<file path="src/rtl/esl_pe_sequencer.sv">
// esl_pe_sequencer
// Job sequencer for one ESL processing element. Takes a weight job, pulses
// the PE clear for one cycle, enables the PE for a full 2^BIN_LEN window while
// counting ones on its x/y streams, then offers both counts on a valid/ready
// result port.
// Ports:
//   clock, reset (async, active-low)
//   cfg_valid/cfg_ready/cfg_weight  job handshake (ready only in IDLE)
//   abort                           cancel a job in CLEAR or RUN
//   pe_weight/pe_clear/pe_enable    PE control
//   pe_out_x/pe_out_y               PE stochastic outputs
//   res_valid/res_ready/res_cnt_*   result handshake
//   busy                            job in flight (CLEAR, RUN, DONE)
module esl_pe_sequencer #(
  parameter int BIN_LEN = 8
) (
  input  logic               clock,
  input  logic               reset,
  input  logic               cfg_valid,
  output logic               cfg_ready,
  input  logic [BIN_LEN-1:0] cfg_weight,
  input  logic               abort,
  output logic [BIN_LEN-1:0] pe_weight,
  output logic               pe_clear,
  output logic               pe_enable,
  input  logic               pe_out_x,
  input  logic               pe_out_y,
  output logic               res_valid,
  input  logic               res_ready,
  output logic [BIN_LEN:0]   res_cnt_x,
  output logic [BIN_LEN:0]   res_cnt_y,
  output logic               busy
);

  typedef enum logic [1:0] {
    S_IDLE  = 2'd0,
    S_CLEAR = 2'd1,
    S_RUN   = 2'd2,
    S_DONE  = 2'd3
  } state_t;

  state_t             state_q, state_d;
  logic [BIN_LEN-1:0] weight_q, weight_d;
  logic [BIN_LEN-1:0] cyc_q, cyc_d;
  logic [BIN_LEN:0]   cnt_x_q, cnt_x_d;
  logic [BIN_LEN:0]   cnt_y_q, cnt_y_d;

  always_ff @(posedge clock or negedge reset) begin
    if (!reset) begin
      state_q  <= S_IDLE;
      weight_q <= '0;
      cyc_q    <= '0;
      cnt_x_q  <= '0;
      cnt_y_q  <= '0;
    end else begin
      state_q  <= state_d;
      weight_q <= weight_d;
      cyc_q    <= cyc_d;
      cnt_x_q  <= cnt_x_d;
      cnt_y_q  <= cnt_y_d;
    end
  end

  always_comb begin
    state_d  = state_q;
    weight_d = weight_q;
    cyc_d    = cyc_q;
    cnt_x_d  = cnt_x_q;
    cnt_y_d  = cnt_y_q;
    unique case (state_q)
      S_IDLE: begin
        if (cfg_valid) begin
          weight_d = cfg_weight;
          cyc_d    = '0;
          cnt_x_d  = '0;
          cnt_y_d  = '0;
          state_d  = S_CLEAR;
        end
      end
      S_CLEAR: begin
        if (abort) begin
          cyc_d   = '0;
          cnt_x_d = '0;
          cnt_y_d = '0;
          state_d = S_IDLE;
        end else begin
          state_d = S_RUN;
        end
      end
      S_RUN: begin
        // abort wins over the end-of-window transition on the same edge
        if (abort) begin
          cyc_d   = '0;
          cnt_x_d = '0;
          cnt_y_d = '0;
          state_d = S_IDLE;
        end else begin
          cnt_x_d = cnt_x_q + {{BIN_LEN{1'b0}}, pe_out_x};
          cnt_y_d = cnt_y_q + {{BIN_LEN{1'b0}}, pe_out_y};
          cyc_d   = cyc_q + 1'b1;
          // last sample of the window is counted on this same edge
          if (cyc_q == {BIN_LEN{1'b1}}) state_d = S_DONE;
        end
      end
      S_DONE: begin
        if (res_ready) state_d = S_IDLE;
      end
      default: state_d = S_IDLE;
    endcase
  end

  // control outputs come straight from the state register
  assign cfg_ready = (state_q == S_IDLE);
  assign pe_clear  = (state_q == S_CLEAR);
  assign pe_enable = (state_q == S_RUN);
  assign res_valid = (state_q == S_DONE);
  assign busy      = (state_q != S_IDLE);
  assign pe_weight = weight_q;
  assign res_cnt_x = cnt_x_q;
  assign res_cnt_y = cnt_y_q;

endmodule

</file>
<file path="config.mk">
export PLATFORM = sky130hd
export DESIGN_NAME = esl_pe_sequencer
export DESIGN_NICKNAME = d
export VERILOG_FILES = /design/src/rtl/esl_pe_sequencer.sv
export SDC_FILE = /design/constraint.sdc
export NUM_CORES = 1
export LEC_CHECK = 0
export ABC_AREA = 1
export ABC_CLOCK_PERIOD_IN_PS = 1500
export BUFFER_PORTS_ARGS = -buffer_cell sky130_fd_sc_hd__buf_2
export CORE_AREA = 2 2 64 66
export DETAILED_ROUTE_END_ITERATION = 8
export DIE_AREA = 0 0 66 68
export PLACE_DENSITY_LB_ADDON = 0.2
export SYNTH_ARGS = -nofsm -noshare
export SYNTH_HDL_FRONTEND = slang
export SYNTH_SLANG_ARGS = --single-unit
</file>
<file path="constraint.sdc">
create_clock -name clock -period 1.5 [get_ports clock]
set_input_delay 0.075 -clock clock [delete_from_list [all_inputs] [get_ports clock]]
set_output_delay 0.075 -clock clock [all_outputs]
set_load 0.02 [all_outputs]
</file>
Yosys cells after proc, flatten, opt, wreduce, memory -nomap -nowiden --
Index checks and enable logic that the tools add are counted.
Storage, ports and cells: flip-flop bits (word level) 36, input bits 15, output and inout port bits 31, logic and storage cells 38
Operators by class: $add $sub $neg 3, eq/ne operators 8, multiplexer cells 16, reduce and logical (&&, ||, !) cells 6
Operators with widths (number):
- 9-bit case mux with 3 select lines | 2
- 9-bit 2-to-1 mux | 4
- 8-bit 2-to-1 mux | 3
- 8-bit case mux with 3 select lines | 1
- 9-bit by 1-bit adder with 9-bit output | 2
- 2-bit 2-to-1 mux | 5
- 8-bit by 1-bit adder with 8-bit output, second input constant | 1
- 8-bit == test, second input constant | 1
- 2-bit case mux with 4 select lines | 1
- 3-bit AND reduction | 2
- 2-bit == test, second input constant | 2
- 2-bit inequality test, second input constant | 2
- 3-bit by 2-bit inequality test with 1-bit output, second input constant | 1
- 3-bit nonzero test | 1
- 2-bit by 1-bit == test with 1-bit output, second input constant | 1
- 2-bit zero test | 1
- 2-bit by 1-bit inequality test with 1-bit output, second input constant | 1
- 2-bit AND reduction | 1
- 2-bit nonzero test | 1

Depth between registers and ports, before layout --
word-level depth 4, mapped depth 8, depth with buffers taken out 8

Least setup slack after synthesis --
OpenSTA, ideal clock, no wires.
path type register to register, from register cnt_y_q[0] (netlist: res_cnt_y[0]), to register cnt_y_q[8] (netlist: res_cnt_y[8]), setup time 119 ps, arrival 1306 ps, required time 1381 ps, path slack 76 ps, cell stages (with the launch flop) 8, cells stage by stage dfrtp_1 > ha_1 > ha_1 > nand2_1 > nor2_1 > nand3_1 > nand4_1 > nand2_1
On the way: cells in the longest elaborated chain, start to end 3
Ends and longest elaborated chain:
- from (decl) | RTL line 46 | logic [BIN_LEN:0] cnt_y_q, cnt_y_d;
- from (signal assigned) | RTL line 60 | cnt_y_q <= cnt_y_d;
- 9-bit by 1-bit adder with 9-bit output | RTL line 99 | cnt_y_d = cnt_y_q + {{BIN_LEN{1'b0}}, pe_out_y};
- 9-bit 2-to-1 mux | RTL line 92 | if (abort) begin
- 9-bit case mux with 3 select lines | RTL line 70 | unique case (state_q)
Every way passes these cells. A chain may end at the register's enable or synchronous reset.

Worst setup path after layout --
Ends and elaborated chain as after synthesis.

==> results.cfg <==
[clock_network]
root_buffer = clkbuf_8
h-tree-depth = 2
insertion_delay_ns = 0.28
clk_pin_slew_ns = 0.07
cts-buffers-inserted = 5
postCtsSetupRepairBufs = 0
cts_tree = built
cts_sinks = 36
cts_buffer_depth = 2

[finish]
nNetsFinal = 321
antenna-diode-count = 0
nFillCells = 361
final_util_pct = 62.2
area_growth_pct = 23.5
drive_gt1_share_pct = 26.6

[critical_path]
crit_chain = ha_2, ha_2, nand2_1, nor2_2, nand3_1, nand4_1, nand2_1
cp_num_buf_inv = 0
end_kind = flip-flop
r2r_setup_slack_ns = 0.15
cp_data_arrival_time_ns = 1.52
slowest_delay_ns = 0.38
rr_endpoint = res_cnt_y[8]
rr_worst_depth = 7
startpoint = res_cnt_y[0]
crit_fanout = 4
crit_type = reg -> reg
required_ns = 1.67
crit_family = simple AND/OR/NAND/NOR gates
critPathLaunchType = flip-flop
rr_startpoint = res_cnt_y[0]
crit_path_top_delay_cell = dfrtp_1

[die]
die_width_um = 66
die_area_um2 = 4490
num_rows = 23
start_util_pct = 50.3
die_h_um = 68
core-area_um2 = 3860
num_io_pins = 46

[hold_path]
hold_path_end = pe_weight[2]
hold_depth = 2
hp-class = in -> reg
min_from = cfg_weight[2]

[power_and_ir_drop]
power_leakage_nw = 1.22
power_mw = 3.33
seq_power_share_pct = 38.5
clock_power_share_pct = 22.1
p_per_area_nw_per_um2 = 1390
p_sw_share_pct = 38.5
comb_power_share_pct = 39.4
p_sw_mw = 1.28
p_int_mw = 2.05
ir_drop_mv = 0.942

[synthesis]
syn_nets = 265
ys_seq_elements = 36
synth_most_common_cell = nand2_1
async_flop_share_pct = 100
syn_avg_cell_area_um2 = 7.92
yosysSeqAreaShare_pct = 46.4
synth_top_area_share_pct = 46.4
syn_inst = 245
synth_area_leaders = dfrtp_1 46%, nand2_1 15%, nand4_1 5.5%
synth_enable_flop_cells = 0
synth-main-ff-cell = dfrtp_1
synth_commonest_cells = 79 x nand2_1, 36 x dfrtp_1, 28 x inv_1
synthDistinctLibCells = 23
yosysWarnings = 0
syn_area_um2 = 1940
synth_top_cell_by_area = dfrtp_1

[timing]
final-setup-viol-count = 0
worst_pin_slew_ns = 0.385
relSlewSlack_pct = 74.4
period_share_pct = 90.0
rsz0062_at_grt = no
fin_ws_ns = 0.151
period_minus_slack_ns = 1.35
clock.fmax_mhz = 741
finalHoldViolCount = 0
setup-tns-final_ns = 0
slew_viol_final = 0
fin_skew_ns = 0.00600

[job]
maxCapViolations = 0

[global_routing]
grt_pass1_wl_um = 7000
antenna_found_initial = 0
grt_max_degree = 22
grt_pass1_vias = 1647
track_usage_pct = 20.7
grt-ovfl-total = 0

[placed_design]
gp_congestion = 0.814
port_buffers = 45
dp_hpwl_um = 3160
place_ws_ns = 0.0780

[routing]
first_pass_iters = 5
viasPerCell = 5.01
via_count = 1757
antenna_left = 0
wl_per_cell_um = 11.9
wirelength_um = 4190
drt_iter0_drc = 120
drc = 0

[status]
status = finished, final reports clean
## state kept, by name (all words and copies together), names as in the netlist
name / flops
state_q: 2
res_cnt_y: 9
res_cnt_x: 9
cyc_q: 8
pe_weight: 8
## worst max path at each step
stage	endpoint	slack (ns)	cells after the start
CTS	res_cnt_y[8]	0.06	7
finish	res_cnt_y[8]	0.15	7
floorplan	res_cnt_y[8]	0.08	7
global placement	res_cnt_y[8]	0.12	7
detailed placement	res_cnt_y[8]	0.08	7
global route	res_cnt_x[4]	0.01	7
## cells by family after synthesis
| group | synth area share, % |
|---|---|
| adders and majority gates | 3.22 |
| AOI/OAI and AO/OA | 7.67 |
| and+or+nand+nor | 30.6 |
| muxes | 4.64 |
| DFF | 46.4 |
| buffers and inverters | 7.48 |
## power by group through the flow
stage | Clock [mW] | Sequential [mW] | Combinational [mW]
floorplan | 0 | 1.45 | 0.698
global placement | 0 | 1.29 | 1.30
detailed placement | 0 | 1.30 | 1.32
CTS | 0.757 | 1.29 | 1.32
global route | 0.792 | 1.32 | 1.44
finish | 0.736 | 1.28 | 1.31
## routing by layer
| metal | global-route usage (%) | share of wire [%] | up-vias |
|---|---|---|---|
| li1 | - | - | 910 |
| met2 | 37.4 | 48 | 43 |
| met4 | 6.89 | 1.3 | 0 |
| met5 | 0 | 0 | - |
| met1 | 24.3 | 46 | 797 |
| met3 | 4.93 | 5.2 | 7 |
## cell type report
type,count,area [um2],share of cell area [%]
multi-input cells,173,905,37.7
clock buffers,7,96.3,4.02
flip-flops and latches,36,901,37.6
well taps,50,62.6,2.61
repair buffers,53,313,13.0
inverters,32,120,5.01
## per-stage QoR
stage | cell area [um2] | hold WS [ns] | std cells
6_report | 2400 | 0.0242 | 351
5_1_grt | 2400 | 0.0191 | 351
4_1_cts | 2390 | 0.0191 | 351
3_5_place_dp | 2280 | 0.0235 | 343
3_3_place_gp | 2280 | 0.0192 | 343
2_1_floorplan | 1940 | -0.221 | 245
## what timing repair did
| item | CTS | global route |
|---|---|---|
| endpoints found under the setup margin | 0 | 5 |
| endpoints found under the hold margin | 15 | 0 |
| gates resized for setup | 0 | 4 |
| hold buffers | 1 | 0 |
## cells in the final DEF, fill, tap and decap left out, drive strengths merged, types with 5 or more instances in the layout
| master | instances |
|---|---|
| nor2 | 22 |
| nand2 | 81 |
| mux2 | 8 |
| a22o | 5 |
| nand3 | 12 |
| o21ai | 11 |
| ha | 5 |
| a21oi | 7 |
| nand4 | 17 |
| inv | 32 |
| buf | 52 |
| clkbuf | 7 |
| dfrtp | 36 |
## worst register-to-register path, stage by stage (launching register included)
cell and delay (ns):
dfrtp_1 0.38, ha_2 0.22, ha_2 0.19, nand2_1 0.08, nor2_2 0.14, nand3_1 0.09, nand4_1 0.09, nand2_1 0.05
No activity file was read; power rests on OpenSTA's default activity.
